`config.mk`:
```
export PLATFORM = sky130hd
export DESIGN_NAME = cmsdk_apb_reset_ctrl
export DESIGN_NICKNAME = d
export VERILOG_FILES = /design/src/rtl/cmsdk_apb_reset_ctrl_pkg.sv /design/src/rtl/cmsdk_rstctrl_sync_edge.sv /design/src/rtl/cmsdk_apb_reset_ctrl.sv
export SDC_FILE = /design/constraint.sdc
export NUM_CORES = 1
export LEC_CHECK = 0
export CORE_MARGIN = 10
export CORE_UTILIZATION = 37
export CTS_BUF_LIST = sky130_fd_sc_hd__clkbuf_8
export DETAILED_ROUTE_END_ITERATION = 8
export PLACE_DENSITY = 0.9
export SYNTH_ARGS = -nofsm -noshare
export SYNTH_HDL_FRONTEND = slang
export SYNTH_HIERARCHICAL = 1
export SYNTH_SLANG_ARGS = --single-unit
```
`constraint.sdc`:
```
create_clock -name PCLK -period 1.8 [get_ports PCLK]
set_clock_uncertainty 0.05 [all_clocks]
set_input_delay 0.36 -clock PCLK [delete_from_list [all_inputs] [get_ports PCLK]]
set_output_delay 0.36 -clock PCLK [all_outputs]
set_load 0.01 [all_outputs]
```
`src/rtl/cmsdk_apb_reset_ctrl_pkg.sv`:
```
// Shared definitions for the APB reset controller: register map, bit positions,
// software-reset key and sequencer state encoding.
package cmsdk_apb_reset_ctrl_pkg;

    localparam logic [9:0]  ADDR_RSTINFO = 10'h000;
    localparam logic [9:0]  ADDR_CTRL    = 10'h001;
    localparam logic [9:0]  ADDR_SWRESET = 10'h002;

    localparam int RSTINFO_REQ    = 0;
    localparam int RSTINFO_WDOG   = 1;
    localparam int RSTINFO_LOCKUP = 2;
    localparam int RSTINFO_SW     = 3;

    localparam int CTRL_LOCKUP_EN = 0;
    localparam int CTRL_WDOG_EN   = 1;

    localparam logic [31:0] SWRESET_KEY = 32'h5FA0_0001;
    localparam logic [1:0]  CTRL_RESET  = 2'b11;

    typedef enum logic [1:0] {
        ST_IDLE    = 2'd0,
        ST_ASSERT  = 2'd1,
        ST_HOLDOFF = 2'd2
    } rst_state_e;

endpackage

```
`src/rtl/cmsdk_rstctrl_sync_edge.sv`:
```
// Level synchroniser plus registered rising-edge detector; BYPASS skips the
// synchroniser for sources already in the PCLK domain.
module cmsdk_rstctrl_sync_edge #(
    parameter int SYNC_STAGES = 2,
    parameter bit BYPASS      = 1'b0
) (
    input  logic clk,
    input  logic rst_n,
    input  logic d_in,
    output logic rise_out
);

    logic level;
    logic prev_q, prev_d;
    logic rise_q, rise_d;

    generate
        if (BYPASS) begin : g_bypass
            assign level = d_in;
        end else begin : g_sync
            logic [SYNC_STAGES-1:0] sync_q, sync_d;

            always_comb begin
                sync_d = {sync_q[SYNC_STAGES-2:0], d_in};
            end

            always_ff @(posedge clk or negedge rst_n) begin
                if (!rst_n) begin
                    sync_q <= '0;
                end else begin
                    sync_q <= sync_d;
                end
            end

            assign level = sync_q[SYNC_STAGES-1];
        end
    endgenerate

    always_comb begin
        prev_d = level;
        rise_d = level & ~prev_q;
    end

    always_ff @(posedge clk or negedge rst_n) begin
        if (!rst_n) begin
            prev_q <= 1'b0;
            rise_q <= 1'b0;
        end else begin
            prev_q <= prev_d;
            rise_q <= rise_d;
        end
    end

    assign rise_out = rise_q;

endmodule

```
`src/rtl/cmsdk_apb_reset_ctrl.sv`:
```
// APB reset controller: stretches watchdog/CPU/software reset requests into SYSRESETn
// and logs the cause. LOCKUP support is built only with CMSDK_RSTCTRL_LOCKUP_RESET_EN.
module cmsdk_apb_reset_ctrl
    import cmsdk_apb_reset_ctrl_pkg::*;
#(
    parameter int HOLD_CYCLES    = 16,
    parameter int HOLDOFF_CYCLES = 4,
    parameter int SYNC_STAGES    = 2
) (
    input  logic        PCLK,
    input  logic        PRESETn,
    input  logic        PSEL,
    input  logic        PENABLE,
    input  logic [11:2] PADDR,
    input  logic        PWRITE,
    input  logic [31:0] PWDATA,
    output logic [31:0] PRDATA,
    input  logic        WDOGRES,
    input  logic        SYSRESETREQ,
    input  logic        LOCKUP,
    output logic        SYSRESETn
);

`ifdef CMSDK_RSTCTRL_LOCKUP_RESET_EN
    localparam logic [3:0] RSTINFO_IMPL = 4'b1111;
    localparam logic [1:0] CTRL_IMPL    = 2'b11;
`else
    localparam logic [3:0] RSTINFO_IMPL = 4'b1011;
    localparam logic [1:0] CTRL_IMPL    = 2'b10;
`endif

    localparam logic [7:0] HOLD_LOAD    = 8'(HOLD_CYCLES - 1);
    localparam logic [7:0] HOLDOFF_LOAD = 8'(HOLDOFF_CYCLES - 1);

    logic        wd_rise, rq_rise, lk_rise;
    logic        wr_setup, rd_setup;
    logic        wd_trig, lk_trig, sw_trig, any_trig;
    logic [3:0]  set_vec, clr_vec;
    logic [3:0]  rstinfo_q, rstinfo_d;
    logic [1:0]  ctrl_q, ctrl_d;
    logic [31:0] prdata_q, prdata_d;
    rst_state_e  state_q, state_d;
    logic [7:0]  cnt_q, cnt_d;
    logic        sysresetn_q, sysresetn_d;

    cmsdk_rstctrl_sync_edge #(.SYNC_STAGES(SYNC_STAGES), .BYPASS(1'b0)) u_wd_sync (
        .clk(PCLK), .rst_n(PRESETn), .d_in(WDOGRES), .rise_out(wd_rise)
    );

    cmsdk_rstctrl_sync_edge #(.SYNC_STAGES(SYNC_STAGES), .BYPASS(1'b1)) u_rq_sync (
        .clk(PCLK), .rst_n(PRESETn), .d_in(SYSRESETREQ), .rise_out(rq_rise)
    );

`ifdef CMSDK_RSTCTRL_LOCKUP_RESET_EN
    cmsdk_rstctrl_sync_edge #(.SYNC_STAGES(SYNC_STAGES), .BYPASS(1'b0)) u_lk_sync (
        .clk(PCLK), .rst_n(PRESETn), .d_in(LOCKUP), .rise_out(lk_rise)
    );
`else
    logic unused_lockup;
    assign unused_lockup = LOCKUP;
    assign lk_rise       = 1'b0;
`endif

    // Set beats clear on RSTINFO so a cause arriving during a W1C is never lost.
    always_comb begin
        wr_setup = PSEL & PWRITE & ~PENABLE;
        rd_setup = PSEL & ~PWRITE & ~PENABLE;
        wd_trig  = wd_rise & ctrl_q[CTRL_WDOG_EN];
        lk_trig  = lk_rise & ctrl_q[CTRL_LOCKUP_EN];
        sw_trig  = wr_setup && (PADDR == ADDR_SWRESET) && (PWDATA == SWRESET_KEY);

        set_vec                 = '0;
        set_vec[RSTINFO_REQ]    = rq_rise;
        set_vec[RSTINFO_WDOG]   = wd_trig;
        set_vec[RSTINFO_LOCKUP] = lk_trig;
        set_vec[RSTINFO_SW]     = sw_trig;
        any_trig                = |set_vec;

        clr_vec   = (wr_setup && (PADDR == ADDR_RSTINFO)) ? PWDATA[3:0] : 4'h0;
        rstinfo_d = ((rstinfo_q & ~clr_vec) | set_vec) & RSTINFO_IMPL;

        ctrl_d = ctrl_q;
        if (wr_setup && (PADDR == ADDR_CTRL)) begin
            ctrl_d = PWDATA[1:0] & CTRL_IMPL;
        end

        prdata_d = '0;
        if (rd_setup) begin
            case (PADDR)
                ADDR_RSTINFO: prdata_d = {28'h0, rstinfo_q};
                ADDR_CTRL:    prdata_d = {30'h0, ctrl_q};
                default:      prdata_d = '0;
            endcase
        end
    end

    always_comb begin
        state_d = state_q;
        cnt_d   = cnt_q;
        case (state_q)
            ST_IDLE: begin
                if (any_trig) begin
                    state_d = ST_ASSERT;
                    cnt_d   = HOLD_LOAD;
                end
            end
            ST_ASSERT: begin
                if (cnt_q == 8'd0) begin
                    state_d = ST_HOLDOFF;
                    cnt_d   = HOLDOFF_LOAD;
                end else begin
                    cnt_d = cnt_q - 8'd1;
                end
            end
            ST_HOLDOFF: begin
                if (cnt_q == 8'd0) begin
                    state_d = ST_IDLE;
                end else begin
                    cnt_d = cnt_q - 8'd1;
                end
            end
            default: begin
                state_d = ST_IDLE;
                cnt_d   = 8'd0;
            end
        endcase
        sysresetn_d = (state_d != ST_ASSERT);
    end

    always_ff @(posedge PCLK or negedge PRESETn) begin
        if (!PRESETn) begin
            rstinfo_q <= '0;
            ctrl_q    <= CTRL_RESET & CTRL_IMPL;
            prdata_q  <= '0;
        end else begin
            rstinfo_q <= rstinfo_d;
            ctrl_q    <= ctrl_d;
            prdata_q  <= prdata_d;
        end
    end

    // Power-on behaves like a reset event: the hold starts counting as soon as PRESETn lifts.
    always_ff @(posedge PCLK or negedge PRESETn) begin
        if (!PRESETn) begin
            state_q     <= ST_ASSERT;
            cnt_q       <= HOLD_LOAD;
            sysresetn_q <= 1'b0;
        end else begin
            state_q     <= state_d;
            cnt_q       <= cnt_d;
            sysresetn_q <= sysresetn_d;
        end
    end

    assign PRDATA    = prdata_q;
    assign SYSRESETn = sysresetn_q;

endmodule

```
Yosys cells after proc, flatten, opt, wreduce, memory -nomap -nowiden:

Cells that the tools add are included.

* equal/unequal tests: 8
* mux-type cells: 11
* $add $sub $neg: 1
* reductions and logical operators: 9
* bitwise gates (word level): 14

Operators by type and width (count)
* $eq 32x31->1 const B: 1
* $mux 32: 1
* $mux 8: 3
* $pmux 8 s3: 1
* $eq 10x1->1 const B: 1
* $eq 10x2->1 const B: 1
* $logic_not 10->1: 1
* $logic_not 8->1: 1
* $pmux 4 s2: 1
* $sub 8x1->8 const B: 1
* $and 1x1->1: 7
* $mux 2: 3
* $pmux 2 s3: 1
* $and 4x4->4: 1
* $logic_and 1x1->1: 4
* $mux 4: 1
* $ne 2x2->1 const B: 2
* $not 1->1: 4
* $not 4->4: 1
* $or 4x4->4: 1
* $reduce_or 3->1: 1
* $eq 2x1->1 const B: 1
* $eq 2x2->1 const B: 1
* $logic_not 2->1: 1
* 2 further kinds: 2

* logic and storage cells: 54
* register bits after elaboration: 53

Depth between registers and ports, before layout:

* depth after elaboration: 8
* mapped depth: 7

Hierarchy:

The synthesis kept the hierarchy.

By module, submodules not included
* cmsdk_apb_reset_ctrl: instances 1, area each 1405.1 um2, cells each 155
* cmsdk_rstctrl_sync_edge at u_wd_sync: instances 1, area each 113.9 um2, cells each 5
* cmsdk_rstctrl_sync_edge at u_rq_sync: instances 1, area each 63.8 um2, cells each 3

Worst setup path after synthesis:

OpenSTA, ideal clock, no wires.

* path type: in2reg
* start: input port PWDATA[7]
* end: register cnt_q[5]
* path buffers: 1
* path slack: -233 ps
* stages on the path: 6
* required time: 1676 ps
* data arrival time: 1908 ps
* path through: or4_1 nor4_2 a31oi_1 buf_6 a2111o_1 o21ai_2

* word-level cells in the longest chain between the ends: 5

RTL lines
* start, declared: line cmsdk_apb_reset_ctrl.sv:16 `input logic [31:0] PWDATA,`
* $eq 32x31->1: line cmsdk_apb_reset_ctrl.sv:70 `sw_trig = wr_setup && (PADDR == ADDR_SWRESET) && (PWDATA == SWRESET_KEY);`
* $logic_and 1x1->1: line cmsdk_apb_reset_ctrl.sv:70
* $reduce_or 3->1: line cmsdk_apb_reset_ctrl.sv:77 `any_trig = |set_vec;`
* $ne 2x2->1 (no source line)
* $reduce_and 2->1 (no source line)
* end signal, assigned: line cmsdk_apb_reset_ctrl.sv:150 `cnt_q <= cnt_d;`
* end, declared: line cmsdk_apb_reset_ctrl.sv:43 `logic [7:0] cnt_q, cnt_d;`

No other way between the ends.
A chain may end at the register's enable or synchronous reset.

Worst setup path in the final report:

* start: input port PWDATA[22]
* end: register cnt_q[6]

The elaborated chain is that of the path after synthesis.

==> results.toml <==
[global_route]
grt_pass1_vias = 1563
grt_usage_pct = 12.47
grt_max_degree = 25
grt_overflow_total = 0
grt_pass1_wl_mm = 7.576
antenna_found_initial = 0

[critical_path]
end_kind = "register"
path_depth = 6
cp_cell_sequence = "buf_6 -> or4bb_4 -> nor4_4 -> a31oi_4 -> a2111o_1 -> o21ai_2"
required_ns = 1.94
slowest_stage = "or4bb_4"
cp_slowest_stage_delay_ns = 0.54
ff2ff_path_depth = 7
path_class = "in -> reg"
cp.arrival_ns = 2.05
crit_buf_inv = 1
crit_start = "PWDATA[22]"
r2r_start = "cnt_q[1]"
critPathLaunchType = "primary input"
cpLargestDelayFamily = "simple AND/OR/NAND/NOR gates"
cp_max_fo = 8

[sta]
fmax_mhz = 523.0
finalCritPeriodShare_pct = 106.2
rsz0062_at_grt = "true"
setup_viol = 10
fin_ws_ns = -0.1122
period_needed_ns = 1.912
maxSlewViolCount = 0
hold_viol = 0

[drt]
wl_per_cell_um = 17.57
drc = 0
vias = 1498
first_pass_iters = 4
routed_wl_mm = 5.149
dr.first_iter.drc_count = 136
routed_via_density = 5.113
postRouteAntennaNets = 0

[placement]
port_buffers = 52
gp_congestion = 0.8171
post-dp-hpwl_mm = 3.743
placed_area_mm2 = 0.002223

[logic_synthesis]
synth_common_cells = "29 x buf_4, 18 x dfrtp_1, 11 x nor2_1"
ys_top_cells_by_area = "dfrtp_1 28%, buf_4 14%, dfstp_2 10%"
yosysWarnings = 6
syn_area_per_cell_um2 = 9.710
ys_seq_area_share_pct = 38.42
synthFlopType = "dfrtp_1"
synth_xor_area_share_pct = 1.107
synth-compound-area-share_pct = 15.57
synth.mux.area_fraction_pct = 1.976
yosysTopAreaCellShare_pct = 28.46
netlist_area_mm2 = 0.001583
yosys.area.top_type = "dfrtp_1"
async_flop_share_pct = 100.0
synth_seq_cells = 24
synth_fa_ha_area_share_pct = 1.581
synth_top_family_by_area = "simple AND/OR/NAND/NOR gates"
syn_inst = 163
synth.most_common_cell = "buf_4"
synthSimpleGateAreaFrac_pct = 23.95
ys_types = 45
synth_edf_count = 0

[die]
rows = 23
die_area_mm2 = 0.007294
start_util_pct = 39.01
die-height_um = 85.41
dieWidth_um = 85.41
io_pins = 83
core_region_area_mm2 = 0.004058

[power]
power.internal_mw = 0.8421
switching_share_pct = 24.04
p_per_area_mw_per_mm2 = 454.1
power.switching_mw = 0.2665
pwr-share-seq_pct = 49.8
ir_drop_mv = 0.2330
p_clk_share_pct = 33.5
p_leak_nw = 1.153
finalPower_mw = 1.109
p_comb_share_pct = 16.7

[job]
max_cap_violations = 0

[layout]
drive_gt1_share_pct = 34.98
nets = 296
area_growth_pct = 54.23
nFillCells = 326
final_area_mm2 = 0.002441
n_antenna_cell = 0

[worst_hold_path]
min_from = "u_wd_sync/g_sync.sync_q[0]"
hold_class = "reg -> reg"
holdPathStages = 0

[clock_tree]
cts_tree = "done"
cts_sinks = 24
cts-buffers-inserted = 3
ctsHoldBuffers = 0
path_clk_slew_ns = 0.08
cts_buffer_depth = 2
clock_latency_ns = 0.27
h-tree-depth = 1
cts_root_buffer = "clkbuf_8"

[status]
outcome = "finished, violations left"
violations = "negative setup slack"
## cell usage in the layout (no fill, tap or decap), drive strengths merged, types with 5 or more instances in the layout
master / instances
a21oi: 7
buf: 36
clkbuf: 7
clkdlybuf4s15: 5
clkdlybuf4s50: 17
conb: 29
dfrtp: 18
dfstp: 6
dlygate4sd2: 15
dlymetal6s2s: 6
inv: 7
nand2: 7
nand3: 7
nor2: 11
nor4: 8
o21ai: 6
or4: 5
## layout make-up
| class | instances | area, um2 | area share [%] |
|---|---|---|---|
| tap | 50 | 62.56 | 2.563 |
| clock buffer | 4 | 55.05 | 2.255 |
| sequential | 24 | 608.1 | 24.91 |
| inverter | 7 | 26.28 | 1.076 |
| multi-input combinational | 126 | 975.9 | 39.98 |
| timing repair buffer | 82 | 713.2 | 29.22 |
## logic make-up (layout without fill, tap and decap cells)
group | count (synthesis) | after routing
buffers and inverters | 41 | 93
other | 1 | 29
flip-flops | 24 | 24
adder cells (fa/ha/maj) | 2 | 2
XOR/XNOR | 2 | 2
AND/OR/NAND/NOR | 58 | 58
multiplexers | 3 | 3
AO/OA/AOI/OAI | 32 | 32
## registers in the layout (all words and copies together) (netlist names), 2 cells and up
signal                   cells
cnt_q                        8
PRDATA                       3
state_q                      2
u_wd_sync/g_sync.sync_q      2
rstinfo_q                    3
## per-layer routing
metal  wire (um)  vias to the layer above  GRT usage, %
met5           0                        -             0
met4          85                        0         3.293
met3         372                       12         4.015
met2        2785                       74         22.75
met1        1906                      716         13.40
li1            -                      696             -
## power groups by stage
stage | registers (mW) | logic (mW) | clock network, mW
6_report | 0.552 | 0.185 | 0.372
5_1_grt | 0.553 | 0.200 | 0.410
4_1_cts | 0.552 | 0.177 | 0.380
3_5_place_dp | 0.562 | 0.187 | 0
3_3_place_gp | 0.561 | 0.183 | 0
2_1_floorplan | 0.561 | 0.0994 | 0
## path summary, 6_finish.rpt
check                                              to  slack, ns
setup / recovery                             cnt_q[6]      -0.11
hold / removal             u_wd_sync/g_sync.sync_q[1]       0.31
setup reg to reg                             cnt_q[6]      -0.04
hold reg to reg            u_wd_sync/g_sync.sync_q[1]       0.31
max in group asynchronous                   ctrl_q[1]       1.03
min in group asynchronous                  state_q[1]       0.38
## metrics by stage
stage / cells / utilization (%) / worst slack [ns] / setup TNS [ns] / hold slack [ns]
2_1_floorplan: 191 / - / -0.2309 / -1.543 / 0.01441
3_3_place_gp: 282 / 54.79 / -0.7064 / -8.388 / 0.2828
3_5_place_dp: 282 / 54.79 / -0.7583 / -8.878 / 0.2910
4_1_cts: 289 / 57.35 / -0.1090 / -0.4216 / 0.3098
5_1_grt: 293 / 60.16 / -0.1219 / -0.9695 / 0.3262
6_report: 293 / 60.16 / -0.1122 / -0.7142 / 0.3067
## repair_timing
action / 4_1_cts / 5_1_grt
buffers inserted: 3 / 4
endpoints found under the setup margin: 16 / 17
pin swaps: 20 / 17
gates resized for setup: 64 / 25
endpoints found under the hold margin: 0 / 0
(Power assumes the default switching activity.)
